$ cat src/rtl/fifo_sync_pkg.sv
// Shared constants and helpers for the synchronous FWFT FIFO and its RAM.
package fifo_sync_pkg;

  localparam int FIFO_DEF_WIDTH      = 8;
  localparam int FIFO_DEF_DEPTH_LOG2 = 9;

  function automatic int fifo_clog2(input int value);
    int r;
    r = 0;
    while ((1 << r) < value) begin
      r++;
    end
    return r;
  endfunction

  // Leaves two words of headroom so upstream sees afull before the last slots go.
  function automatic int fifo_afull_default(input int depth_log2);
    return (1 << depth_log2) - 2;
  endfunction

endpackage

$ cat src/rtl/fifo_sync_ram.sv
// Simple dual-port RAM: one write port and one read port with a registered output.
module fifo_sync_ram
  import fifo_sync_pkg::*;
#(
  parameter int WIDTH      = FIFO_DEF_WIDTH,
  parameter int DEPTH_LOG2 = FIFO_DEF_DEPTH_LOG2
) (
  input  logic                  clk,
  input  logic                  wr_en_i,
  input  logic [DEPTH_LOG2-1:0] wr_addr_i,
  input  logic [WIDTH-1:0]      wr_data_i,
  input  logic                  rd_en_i,
  input  logic [DEPTH_LOG2-1:0] rd_addr_i,
  output logic [WIDTH-1:0]      rd_data_o
);

  logic [WIDTH-1:0] mem_q [0:(1 << DEPTH_LOG2)-1];
  logic [WIDTH-1:0] rd_data_q;

  // No reset on the array or read register so the tools map this onto block RAM.
  always_ff @(posedge clk) begin
    if (wr_en_i) begin
      mem_q[wr_addr_i] <= wr_data_i;
    end
    if (rd_en_i) begin
      rd_data_q <= mem_q[rd_addr_i];
    end
  end

  assign rd_data_o = rd_data_q;

endmodule

$ cat src/rtl/fifo_sync_fwft.sv
// Single-clock first-word-fall-through FIFO with exact count and almost flags.
// Optional sticky overflow/underflow flags are built when FIFO_SYNC_ERR_EN is defined.
module fifo_sync_fwft
  import fifo_sync_pkg::*;
#(
  parameter int WIDTH      = FIFO_DEF_WIDTH,
  parameter int DEPTH_LOG2 = FIFO_DEF_DEPTH_LOG2,
  parameter int AEMPTY_LEV = 2,
  parameter int AFULL_LEV  = fifo_afull_default(DEPTH_LOG2)
) (
  input  logic                  clk,
  input  logic                  reset,
`ifdef FIFO_SYNC_ERR_EN
  input  logic                  err_clr,
  output logic                  overflow,
  output logic                  underflow,
`endif
  input  logic [WIDTH-1:0]      wr_data,
  input  logic                  wr_en,
  output logic                  full,
  output logic                  afull,
  output logic [WIDTH-1:0]      rd_data,
  input  logic                  rd_en,
  output logic                  empty,
  output logic                  aempty,
  output logic [DEPTH_LOG2:0]   count
);

  localparam int AW = DEPTH_LOG2;
  localparam int CW = DEPTH_LOG2 + 1;
  localparam logic [CW-1:0] DEPTH_C = CW'(1 << DEPTH_LOG2);
  localparam logic [CW-1:0] AE_C    = CW'(AEMPTY_LEV);
  localparam logic [CW-1:0] AF_C    = CW'(AFULL_LEV);

  logic [AW-1:0]    wr_ptr_q, wr_ptr_d;
  logic [AW-1:0]    rd_ptr_q, rd_ptr_d;
  logic [CW-1:0]    count_q, count_d;
  logic             dvld_q, dvld_d;
  logic             full_q, full_d;
  logic             afull_q, afull_d;
  logic             aempty_q, aempty_d;
  logic             wr_ok, rd_ok, ram_re, ram_has_data;
  logic [WIDTH-1:0] ram_rdata;

  // The RAM read register doubles as the output word; dvld marks it as holding live data.
  fifo_sync_ram #(
    .WIDTH      (WIDTH),
    .DEPTH_LOG2 (DEPTH_LOG2)
  ) u_ram (
    .clk       (clk),
    .wr_en_i   (wr_ok),
    .wr_addr_i (wr_ptr_q),
    .wr_data_i (wr_data),
    .rd_en_i   (ram_re),
    .rd_addr_i (rd_ptr_q),
    .rd_data_o (ram_rdata)
  );

  always_comb begin
    wr_ok        = wr_en && !full_q;
    rd_ok        = rd_en && dvld_q;
    ram_has_data = count_q > CW'(dvld_q);
    ram_re       = ram_has_data && (!dvld_q || rd_ok);
    wr_ptr_d     = wr_ok  ? wr_ptr_q + AW'(1) : wr_ptr_q;
    rd_ptr_d     = ram_re ? rd_ptr_q + AW'(1) : rd_ptr_q;
    dvld_d       = ram_re || (dvld_q && !rd_ok);
    count_d      = count_q;
    if (wr_ok && !rd_ok) begin
      count_d = count_q + CW'(1);
    end else if (!wr_ok && rd_ok) begin
      count_d = count_q - CW'(1);
    end
    full_d   = (count_d == DEPTH_C);
    afull_d  = (count_d >= AF_C);
    aempty_d = (count_d <= AE_C);
  end

  always_ff @(posedge clk) begin
    if (reset) begin
      wr_ptr_q <= '0;
      rd_ptr_q <= '0;
      count_q  <= '0;
      dvld_q   <= 1'b0;
      full_q   <= 1'b0;
      afull_q  <= (AF_C == '0);
      aempty_q <= 1'b1;
    end else begin
      wr_ptr_q <= wr_ptr_d;
      rd_ptr_q <= rd_ptr_d;
      count_q  <= count_d;
      dvld_q   <= dvld_d;
      full_q   <= full_d;
      afull_q  <= afull_d;
      aempty_q <= aempty_d;
    end
  end

  assign rd_data = dvld_q ? ram_rdata : '0;
  assign empty   = !dvld_q;
  assign full    = full_q;
  assign afull   = afull_q;
  assign aempty  = aempty_q;
  assign count   = count_q;

`ifdef FIFO_SYNC_ERR_EN
  logic overflow_q, underflow_q;

  // A new violation in the same cycle as err_clr keeps the flag set.
  always_ff @(posedge clk) begin
    if (reset) begin
      overflow_q  <= 1'b0;
      underflow_q <= 1'b0;
    end else begin
      if (wr_en && full_q) begin
        overflow_q <= 1'b1;
      end else if (err_clr) begin
        overflow_q <= 1'b0;
      end
      if (rd_en && !dvld_q) begin
        underflow_q <= 1'b1;
      end else if (err_clr) begin
        underflow_q <= 1'b0;
      end
    end
  end

  assign overflow  = overflow_q;
  assign underflow = underflow_q;
`endif

endmodule
$ cat config.mk
export PLATFORM = sky130hd
export DESIGN_NAME = fifo_sync_fwft
export DESIGN_NICKNAME = d
export VERILOG_FILES = /design/src/rtl/fifo_sync_pkg.sv /design/src/rtl/fifo_sync_ram.sv /design/src/rtl/fifo_sync_fwft.sv
export SDC_FILE = /design/constraint.sdc
export NUM_CORES = 2
export LEC_CHECK = 0
export BUFFER_PORTS_ARGS = -buffer_cell sky130_fd_sc_hd__buf_4
export CAP_MARGIN = 5
export CELL_PAD_IN_SITES_DETAIL_PLACEMENT = 0
export CELL_PAD_IN_SITES_GLOBAL_PLACEMENT = 1
export CORE_ASPECT_RATIO = 1.2
export CORE_MARGIN = 1.5
export CORE_UTILIZATION = 45
export DETAILED_ROUTE_END_ITERATION = 16
export PLACE_DENSITY = 0.72
export SYNTH_ARGS = -nofsm -noshare
export SYNTH_HDL_FRONTEND = slang
export SYNTH_SLANG_ARGS = --single-unit
$ cat constraint.sdc
create_clock -name clk -period 5.1 [get_ports clk]
set_input_delay 1.275 -clock clk [delete_from_list [all_inputs] [get_ports clk]]
set_output_delay 1.275 -clock clk [all_outputs]
set_load 0.05 [all_outputs]
==> flow_summary_export.csv <==
group,metric,value,unit
run_status,status,"finished with violations",
run_status,failing_checks,"max-slew violations",
critical_path,crit_start,"rd_ptr_q[0]",
timing,clock-skew-final,0.0891,ns
pwr,worst_ir_drop_vdd,0.000275,V
synthesis,syn_area,161000,sq um
placed_design,buffers_on_ports,33,
floorplanning,pin_count,34,
pwr,power_per_cell_area,455,nW/um^2
timing,final.setup.tns,0,ns
placed_design,dp_hpwl,274000,um
timing,post-route-period-util,0.977,
floorplanning,chipWidth,550,um
critical_path,worstRegToRegCells,8,
synthesis,multiplexer_area_fraction_after_synthesis,0.162,
synthesis,synth_largest_area_cell,"sky130_fd_sc_hd__edfxtp_1",
critical_path,ff2ff_setup_slack,0.12,ns
final_layout,layout_stage_area_growth_over_the_synthesis_result,12.4,%
global_route,gr-usage-all-layers,0.243,
final_layout,finish.net_count,7944,
floorplanning,initial_core_util,0.453,
cts,tritoncts.num_buffers,383,
timing,timing.max_slew.rel_slack,-0.0621,
drt,finalWirelength,445000,um
floorplanning,floorplan.die_area,362000,sq um
synthesis,yosys_register_bits,4136,
placed_design,dpl_worst_slack,0.121,ns
drt,detail_route.wl_per_cell,34.3,um
critical_path,critical_path_class,"register to register",
synthesis,synth-simple-area-share,0.0250,
synthesis,synth.top_cell.area_share,0.763,
cts,worstSkewPairLatency,0.95,ns
synthesis,synthesis.instances,7589,
critical_path,worst_ep_required_time,5.72,ns
synthesis,mappedNetlistNets,7609,
critical_path,critical_path_peak_fanout,26,
timing,max_slew.worst_pin.slew,1.59,ns
cts,tritoncts,"built",
timing,timing_max_transition_violations_final,57,
placed_design,place_congestion,0.884,
floorplanning,dieHeight,659,um
pwr,finalPower,0.0827,W
synthesis,ys_async_sr_fraction,0,
synthesis,main_combinational_cell_family_by_area_after_synthesis,"multiplexers",
synthesis,post_synth_xor_area_fraction,0.00125,
synthesis,synth_area_per_cell,21.3,sq um
critical_path,crit_path_end_kind,"register",
cts,cts.repair_timing.setup_buffer_count,0,
final_layout,finish.utilization,0.509,
synthesis,main_synth_ff_type,"sky130_fd_sc_hd__edfxtp_1",
synthesis,synth.lib_cells_used.distinct,87,
timing,final_period_minus_worst_setup_slack,4.98,ns
floorplanning,core_region_area,357000,sq um
min_path,holdCritPathClass,"register to register",
synthesis,sequential_element_share_of_the_synthesized_area,0.767,
critical_path,critPathMaxStageDelay,1.09,ns
critical_path,arrival_time_at_the_worst_endpoint,5.60,ns
drt,detail_route.vias_per_cell,6.23,
global_route,grt_pass1_wl,624000,um
global_route,maximum_number_of_pins_on_one_net_before_global_route_repair,130,
timing,grt_setup_unrepaired,"false",
critical_path,critical_path.reg2reg.endpoint,"u_ram.rd_data_o[3]",
pwr,p_leak,55.5,nW
synthesis,synth-edff-count,4104,
final_layout,fraction_of_layout_cells_with_a_size_suffix_above_1,0.242,
timing,finalSetupViolations,0,
drt,dr.first_iter.drc_count,10700,
synthesis,synth_compound_gate_area_share,0.0258,
flow_run,cap_violations,0,
drt,drcViolationCount,0,
drt,postRouteAntennaNets,0,
critical_path,timing.rr.start,"rd_ptr_q[0]",
critical_path,crit_path_top_delay_cell,"sky130_fd_sc_hd__dfxtp_4",
drt,drt_pass1_iterations,6,
synthesis,yosys.area_share.adder,0.000620,
timing,timing.final.hold_violations,0,
timing,max_freq,0.201,GHz
global_route,vias_in_the_first_global_route,81000,
synthesis,ys_warn_count,0,
cts,clk_transition_reported_paths,0.07,ns
global_route,gr-total-overflow,0,
cts,numClockSinks,4136,
critical_path,cp-start-kind,"register",
synthesis,yosys-top-cells-area,"sky130_fd_sc_hd__edfxtp_1 (76%), sky130_fd_sc_hd__mux4_2 (13%), sky130_fd_sc_hd__mux2i_1 (2.3%)",
cts,cts_max_path_buffers,4,
timing,timing.final.ws_setup,0.117,ns
critical_path,cp-endpoint,"u_ram.rd_data_o[3]",
cts,cts-htree-levels,5,
critical_path,cpMostUsedCell,"sky130_fd_sc_hd__buf_4",
cts,cts-root-buf,"sky130_fd_sc_hd__clkbuf_16",
global_route,antenna_found_initial,20,
drt,via_count,80900,
critical_path,cp_cell_sequence,"or3b_2 > buf_4 > o22ai_1 > a2111oi_1 > nor4_1 > buf_4 > o21ai_0 > a211oi_1",
floorplanning,rows,240,
==> critical path: cells and delay by family, from the launching register on <==
kind	cells	cell delay, ns
AOI/OAI and AO/OA	4	1.81
DFF	1	1.09
buffers and inverters	2	0.56
and+or+nand+nor	2	1.17
==> power breakdown <==
part           switching, W  internal, W  leakage (nW)
Combinational       0.00874      0.00737          12.3
Sequential         0.000336       0.0375          37.1
Clock                0.0125       0.0163          6.09
Total                0.0216       0.0611          55.5
==> synth_stat cells, types with 10 or more instances <==
master,n
sky130_fd_sc_hd__and2_1,23
sky130_fd_sc_hd__a211oi_1,31
sky130_fd_sc_hd__nor3_1,31
sky130_fd_sc_hd__buf_2,133
sky130_fd_sc_hd__mux2i_1,379
sky130_fd_sc_hd__a311oi_1,13
sky130_fd_sc_hd__clkbuf_1,158
sky130_fd_sc_hd__a31oi_1,14
sky130_fd_sc_hd__nand3_1,30
sky130_fd_sc_hd__buf_1,31
sky130_fd_sc_hd__a22o_1,14
sky130_fd_sc_hd__a2111oi_0,13
sky130_fd_sc_hd__o21ai_0,92
sky130_fd_sc_hd__mux2_2,21
sky130_fd_sc_hd__edfxtp_1,4104
sky130_fd_sc_hd__o22ai_1,61
sky130_fd_sc_hd__a21oi_1,112
sky130_fd_sc_hd__nand2_1,181
sky130_fd_sc_hd__buf_8,26
sky130_fd_sc_hd__inv_1,14
sky130_fd_sc_hd__o211ai_1,15
sky130_fd_sc_hd__a22oi_1,39
sky130_fd_sc_hd__dfxtp_1,32
sky130_fd_sc_hd__o221ai_1,41
sky130_fd_sc_hd__mux4_1,29
sky130_fd_sc_hd__a221oi_1,71
sky130_fd_sc_hd__nor2_1,603
sky130_fd_sc_hd__buf_6,48
sky130_fd_sc_hd__nor2b_1,22
sky130_fd_sc_hd__xor2_1,12
sky130_fd_sc_hd__and3_1,10
sky130_fd_sc_hd__mux4_2,946
sky130_fd_sc_hd__xnor2_1,11
sky130_fd_sc_hd__buf_4,66
==> sequential cells by signal, indices dropped and copies added (netlist names) <==
| name | count |
|---|---|
| full | 1 |
| u_ram.rd_data_o | 8 |
| u_ram.mem_q | 4096 |
| dvld_q | 1 |
| wr_ptr_q | 9 |
| rd_ptr_q | 9 |
| afull | 1 |
| count | 10 |
| aempty | 1 |
==> kinds of logic after synthesis <==
kind of cell,count (synthesis)
AO/OA/AOI/OAI,596
AND/OR/NAND/NOR,961
buffers and inverters,490
XOR/XNOR,23
adder cells (fa/ha/maj),8
flip-flops,4136
multiplexers,1375
==> repair_timing <==
item,CTS,global route
hold buffers,0,0
setup endpoints to repair,0,1
gates resized for setup,0,1
==> area by class of cell <==
cell class,instances,area (sq um)
fillers,27700,175000
flip-flops and latches,4136,124000
multi-input cells,2963,34800
clock buffers,450,10000
well taps,4719,5900
repair buffers,424,4380
clock inverters,248,2410
inverters,16,80.1
diodes,19,47.5
==> worst min-delay path by stage <==
stage                      startpoint  slack, ns           to  cells after the start
after global placement    wr_ptr_q[1]       0.53  wr_ptr_q[1]                      2
final                     wr_ptr_q[1]       0.57  wr_ptr_q[1]                      2
after CTS                 wr_ptr_q[1]       0.57  wr_ptr_q[1]                      2
after detailed placement  wr_ptr_q[1]       0.54  wr_ptr_q[1]                      2
after floorplan           wr_ptr_q[1]       0.49  wr_ptr_q[1]                      2
after global routing      wr_ptr_q[1]       0.61  wr_ptr_q[1]                      2
==> per-layer routing <==
metal | part of all wire | track usage | vias to the layer above
met5 | 0.00015 | 0 | -
met4 | 0.046 | 0.101 | 10
met3 | 0.091 | 0.0480 | 842
met2 | 0.49 | 0.400 | 4384
met1 | 0.37 | 0.317 | 43300
li1 | - | - | 32400
==> per-stage QoR <==
step                instances  hold slack, ns  instance area [sq um]
CTS                     13000           0.567                 182000
floorplan                7589           0.490                 161000
global placement        12300           0.528                 169000
global route            13000           0.609                 182000
finish                  13000           0.568                 182000
detailed placement      12300           0.538                 169000
==> placed cells by master (no fill, tap or decap), types with 24 or more instances in the layout <==
cell / netlist / routed
sky130_fd_sc_hd__dfxtp_1: 32 / 24
sky130_fd_sc_hd__a22oi_1: 39 / 39
sky130_fd_sc_hd__edfxtp_1: 4104 / 4104
sky130_fd_sc_hd__o221ai_1: 41 / 41
sky130_fd_sc_hd__bufinv_16: 0 / 43
sky130_fd_sc_hd__buf_4: 66 / 325
sky130_fd_sc_hd__nor3_1: 31 / 30
sky130_fd_sc_hd__mux4_1: 29 / 29
sky130_fd_sc_hd__a221oi_1: 71 / 71
sky130_fd_sc_hd__mux4_2: 946 / 946
sky130_fd_sc_hd__mux2i_1: 379 / 379
sky130_fd_sc_hd__clkbuf_16: 0 / 393
sky130_fd_sc_hd__o22ai_1: 61 / 61
sky130_fd_sc_hd__nor2_1: 603 / 601
sky130_fd_sc_hd__a211oi_1: 31 / 31
sky130_fd_sc_hd__nand2_1: 181 / 164
sky130_fd_sc_hd__buf_12: 3 / 91
sky130_fd_sc_hd__clkinv_1: 1 / 91
sky130_fd_sc_hd__o21ai_0: 92 / 92
sky130_fd_sc_hd__clkinv_2: 0 / 79
sky130_fd_sc_hd__a21oi_1: 112 / 111
sky130_fd_sc_hd__clkbuf_1: 158 / 57
sky130_fd_sc_hd__nand3_1: 30 / 30
No activity file was read; power rests on OpenSTA's default activity.
